==> src/rtl/sys_reboot.sv <==
// Reboot and user-button controller: debounces the push-button, classifies short/long presses
// and drives SB_WARMBOOT after a fixed arming delay.
module sys_reboot #(
    parameter int unsigned PRESCALE    = 30720,
    parameter int unsigned DEBOUNCE_MS = 5,
    parameter int unsigned LONG_MS     = 2000,
    parameter int unsigned ARM_MS      = 10
) (
    input  logic       clk,
    input  logic       rst,
    input  logic       btn_n,
    input  logic       req_stb,
    input  logic [1:0] req_sel,
    output logic       btn_short,
    output logic       btn_long,
    output logic       busy,
    output logic       boot,
    output logic [1:0] sel
);

    localparam int unsigned PW = $clog2(PRESCALE);
    localparam int unsigned DW = $clog2(DEBOUNCE_MS + 1);
    localparam int unsigned LW = $clog2(LONG_MS + 1);
    localparam int unsigned AW = $clog2(ARM_MS + 1);

    typedef enum logic [1:0] {StIdle, StArm, StBoot} state_e;

    logic          sync1_q, sync2_q;
    logic [PW-1:0] presc_q, presc_d;
    logic          tick;
    logic          db_q, db_d, db_prev_q;
    logic [DW-1:0] db_cnt_q, db_cnt_d;
    logic          press_edge, release_edge;
    logic [LW-1:0] timer_q, timer_d;
    logic          btn_short_q, btn_short_d;
    logic          btn_long_q, btn_long_d;
    state_e        state_q, state_d;
    logic [AW-1:0] arm_q, arm_d;
    logic [1:0]    sel_q, sel_d;
    logic          busy_q, boot_q;

    assign tick    = (presc_q == PW'(PRESCALE - 1));
    assign presc_d = tick ? '0 : presc_q + 1'b1;

    always_comb begin
        db_d     = db_q;
        db_cnt_d = db_cnt_q;
        if (sync2_q == db_q) begin
            db_cnt_d = '0;
        end else if (tick) begin
            if (db_cnt_q == DW'(DEBOUNCE_MS - 1)) begin
                db_d     = sync2_q;
                db_cnt_d = '0;
            end else begin
                db_cnt_d = db_cnt_q + 1'b1;
            end
        end
    end

    assign press_edge   = db_prev_q & ~db_q;
    assign release_edge = ~db_prev_q & db_q;

    // Timer saturates at LONG_MS, so btn_long can fire only once per press.
    always_comb begin
        timer_d     = timer_q;
        btn_long_d  = 1'b0;
        btn_short_d = 1'b0;
        if (press_edge) begin
            timer_d = '0;
        end else if (!db_q && tick && (timer_q != LW'(LONG_MS))) begin
            timer_d    = timer_q + 1'b1;
            btn_long_d = (timer_q == LW'(LONG_MS - 1));
        end
        if (release_edge) begin
            btn_short_d = (timer_q < LW'(LONG_MS));
        end
    end

    always_comb begin
        state_d = state_q;
        arm_d   = arm_q;
        sel_d   = sel_q;
        unique case (state_q)
            StIdle: begin
                if (req_stb) begin
                    sel_d   = req_sel;
                    state_d = StArm;
                    arm_d   = '0;
                end else if (btn_long_q) begin
                    sel_d   = 2'b01;
                    state_d = StArm;
                    arm_d   = '0;
                end
            end
            StArm: begin
                if (tick) begin
                    if (arm_q == AW'(ARM_MS - 1)) begin
                        state_d = StBoot;
                    end else begin
                        arm_d = arm_q + 1'b1;
                    end
                end
            end
            StBoot:  state_d = StBoot;
            default: state_d = StIdle;
        endcase
    end

    always_ff @(posedge clk or posedge rst) begin
        if (rst) begin
            sync1_q     <= 1'b1;
            sync2_q     <= 1'b1;
            presc_q     <= '0;
            db_q        <= 1'b1;
            db_prev_q   <= 1'b1;
            db_cnt_q    <= '0;
            timer_q     <= '0;
            btn_short_q <= 1'b0;
            btn_long_q  <= 1'b0;
            state_q     <= StIdle;
            arm_q       <= '0;
            sel_q       <= 2'b00;
            busy_q      <= 1'b0;
            boot_q      <= 1'b0;
        end else begin
            sync1_q     <= btn_n;
            sync2_q     <= sync1_q;
            presc_q     <= presc_d;
            db_q        <= db_d;
            db_prev_q   <= db_q;
            db_cnt_q    <= db_cnt_d;
            timer_q     <= timer_d;
            btn_short_q <= btn_short_d;
            btn_long_q  <= btn_long_d;
            state_q     <= state_d;
            arm_q       <= arm_d;
            sel_q       <= sel_d;
            busy_q      <= (state_d != StIdle);
            boot_q      <= (state_d == StBoot);
        end
    end

    assign btn_short = btn_short_q;
    assign btn_long  = btn_long_q;
    assign busy      = busy_q;
    assign boot      = boot_q;
    assign sel       = sel_q;

endmodule

==> config.mk <==
export PLATFORM = sky130hd
export DESIGN_NAME = sys_reboot
export DESIGN_NICKNAME = d
export VERILOG_FILES = /design/src/rtl/sys_reboot.sv
export SDC_FILE = /design/constraint.sdc
export NUM_CORES = 1
export LEC_CHECK = 0
export ABC_AREA = 1
export CAP_MARGIN = 0
export CORE_UTILIZATION = 59
export CTS_CLUSTER_SIZE = 28
export DETAILED_ROUTE_END_ITERATION = 6
export PLACE_DENSITY = 0.76
export SLEW_MARGIN = 10
export SYNTH_ARGS = -nofsm -noshare
export SYNTH_HDL_FRONTEND = slang
export SYNTH_SLANG_ARGS = --single-unit
==> constraint.sdc <==
create_clock -name clk -period 1.97 [get_ports clk]
set_input_delay 0.394 -clock clk [delete_from_list [all_inputs] [get_ports clk]]
set_output_delay 0.394 -clock clk [all_outputs]
set_load 0.05 [all_outputs]
==> key figures <==
STA
  • Fmax achieved: 533 MHz
  • RSZ-0062 raised after global routing: false
  • Final setup fails: 0
  • Worst slew pin tran: 0.526 ns
  • Final worst slack: 0.0930 ns
  • Worst relative slew slack: 64.9%
  • Fin Clk Skew: about 0.0087 ns
  • Tcrit/Tclk final: ~95%
  • Hold_ws: between 0.3 and 0.4 ns
  • Slew Limit Fails: 0
  • Tmin final: 1.88 ns
  • Final hold violation count: 0
  • Setup TNS: 0 ns

Detailed routing
  • DRC Markers: 0
  • Post-route ant nets: 0
  • Routed vias/inst: 5.18
  • Final WL: roughly 4.4 mm
  • Routed len/inst: 11.9 µm
  • Via count: 1,921
  • 1st-pass router iterations: 4
  • Initial DRC Count: 82

CTS
  • CTS H-Tree Depth: 2
  • Resize count post-CTS: 0
  • Num Clock Sinks: 45
  • Root Buffer: clkbuf_8
  • Clk buf depth: 2
  • Clk_lat worst skew: around 0.29 ns
  • Worst-path clk slew: roughly 0.090 ns
  • CTS tree: done
  • CTS Buf Count: 5
  • Setup Buffers After CTS: 0
  • Hold buffer count at CTS: 0

Logic synthesis
  • #FFs+latches synth: 45
  • Syn nets: 316
  • Syn Area/Cell: 8.02 µm²
  • Yosys warnings: 0
  • Yosys cell types: 30
  • Synth Instances: 303
  • Post-Syn Area: between 0.002 and 0.0025 mm²
  • Seq/Total Area, Yosys: 46.5%

Placed design
  • Pre-CTS worst setup slack: 0.308 ns
  • Hpwl dp: between 3 and 4 mm
  • Cell Area, Placed: approximately 0.0026 mm²
  • Routability cong.: 0.787
  • PortBufs: 11

Floorplan
  • Row Count: 22
  • Die H: 66.2 µm
  • I/O pin count: 12
  • Core ar.: 0.00380 mm²
  • Initial Util: 64.0%
  • Die X-Extent: 66.2 µm
  • Full die area: around 0.0044 mm²

Global routing
  • GRT Util Overall: 25.0%
  • Initial antenna violation count: 0
  • First-pass GRT wire length: 8.25 mm
  • Largest net degree at the start of global routing: 26
  • Vias in the first global route: 1,935
  • Total gr overflow: 0

Worst setup path
  • Crit path cell chain: clkdlybuf4s50_1
  • Crit. End Element: output pin
  • Worst Reg2Reg Path Length in Cells: 9
  • Worst path top cell family by delay: buffers and inverters
  • Largest stage delay, worst path: 0.82 ns
  • Setup crit start kind: register
  • Critical Path RT: 1.58 ns
  • Crit-path slowest cell: clkdlybuf4s50_1
  • Worst EP arrival: 1.48 ns
  • CP bufs+invs: 1
  • Crit path max fanout: 2
  • FF-to-FF End: timer_q[5]
  • Reg2reg start: presc_q[0]
  • Origin of the worst setup path: btn_long
  • R2R setup slack: 0.27 ns
  • Kind of critical path: register to output pin

Min path
  • Worst hold start: sync1_q
  • HP Class: register to register
  • Hold Path End: sync2_q
  • Worst Hold Path Cells: 0

Final layout
  • Fraction of layout instances using a drive strength above 1: 12.1%
  • Post-layout nets: 335
  • # diodes: 0
  • Commonest non-fill, non-tap cells in the layout: nand2_1, dfrtp_1, nor2_1, inv_1, nand3_1
  • Area grow syn2layout: 12.1%
  • Post-route cell area: 0.00272 mm²
  • Final-layout fill cell count: between 300 and 400
  • Most common cell after layout, fill and taps aside: nand2_1

Power and ir drop
  • Leak Pwr: 1.42 nW
  • Power per cell area: 573 mW/mm²
  • Maximum vdd drop: about 0.00039 V

Outcome
  • Status: completed

Run
  • Max-cap violations: 0
## synthesized netlist by cell type (all sizes together)
cell type | number | area, µm²
clkbuf | 1 | 3.75
xnor2 | 1 | 8.76
nand3 | 35 | 200
dfstp | 4 | 105
dfrtp | 41 | 1030
nand4 | 6 | 37.5
inv | 37 | 139
clkinv | 1 | 3.75
nand2 | 86 | 350
nor3 | 4 | 20.0
ha | 7 | 87.6
or2 | 3 | 18.8
buf | 4 | 26.3
o21bai | 1 | 7.51
xor2 | 12 | 105
a211oi | 1 | 7.51
a21oi | 5 | 25.0
o21a | 1 | 7.51
nor2 | 40 | 184
o21ai | 12 | 60.1
o22ai | 1 | 6.26
## area by class of cell
class / instances / area, µm² / share of cell area, %
clock buffer: 6 / 82.6 / 3.03
clock inverter: 2 / 13.8 / 0.505
inverter: 38 / 143 / 5.24
multi-input combinational: 215 / 1130 / 41.3
sequential: 45 / 1130 / 41.5
tap: 48 / 60.1 / 2.20
timing repair buffer: 17 / 168 / 6.16
## where the power goes
part / switching [W] / internal [W] / total [W]
clock network: 0.000312 / 0.000284 / 0.000596
logic: 0.0000214 / 0.0000152 / 0.0000366
registers: 0.000000931 / 0.000927 / 0.000928
## layer usage
| metal | part of all wire (%) | routed length, µm | global-route usage, % | up-vias |
|---|---|---|---|---|
| li1 | - | - | - | 991 |
| met4 | 1.4 | 63 | 6.65 | 0 |
| met1 | 49 | 2150 | 30.6 | 895 |
| met3 | 3.2 | 140 | 7.76 | 7 |
| met2 | 47 | 2070 | 42.3 | 28 |
| met5 | 0 | 0 | 0 | - |
## flip-flops by register name, summed over array words and instances, names as in the netlist
signal / flops
sel: 2
busy: 1
db_prev_q: 1
db_cnt_q: 3
boot: 1
sync2_q: 1
timer_q: 11
presc_q: 15
db_q: 1
btn_long: 1
sync1_q: 1
state_q: 2
arm_q: 4
btn_short: 1
## cells by family after synthesis
| family | synth area share [%] |
|---|---|
| compound gates | 4.69 |
| xor+xnor | 4.69 |
| fa+ha+maj | 3.60 |
| buf+inv | 7.11 |
| flops | 46.5 |
| simple gates | 33.4 |
## worst max path at each step
stage,endpoint,slack (ns),cells past startpoint
floorplan,arm_q[0],0.52,1
global placement,timer_q[5],0.38,9
detailed placement,timer_q[10],0.31,9
CTS,btn_long,0.08,1
global route,btn_long,0.01,1
finish,btn_long,0.09,1
## metrics by stage
step	util, %	total power [W]	std cells
final	71.7	0.00156	371
after global routing	71.7	0.00163	371
after CTS	71.7	0.00157	371
after detailed placement	69.2	0.000984	363
after global placement	69.2	0.000984	363
after floorplan	-	0.000962	303
No activity file was read; power rests on OpenSTA's default activity.
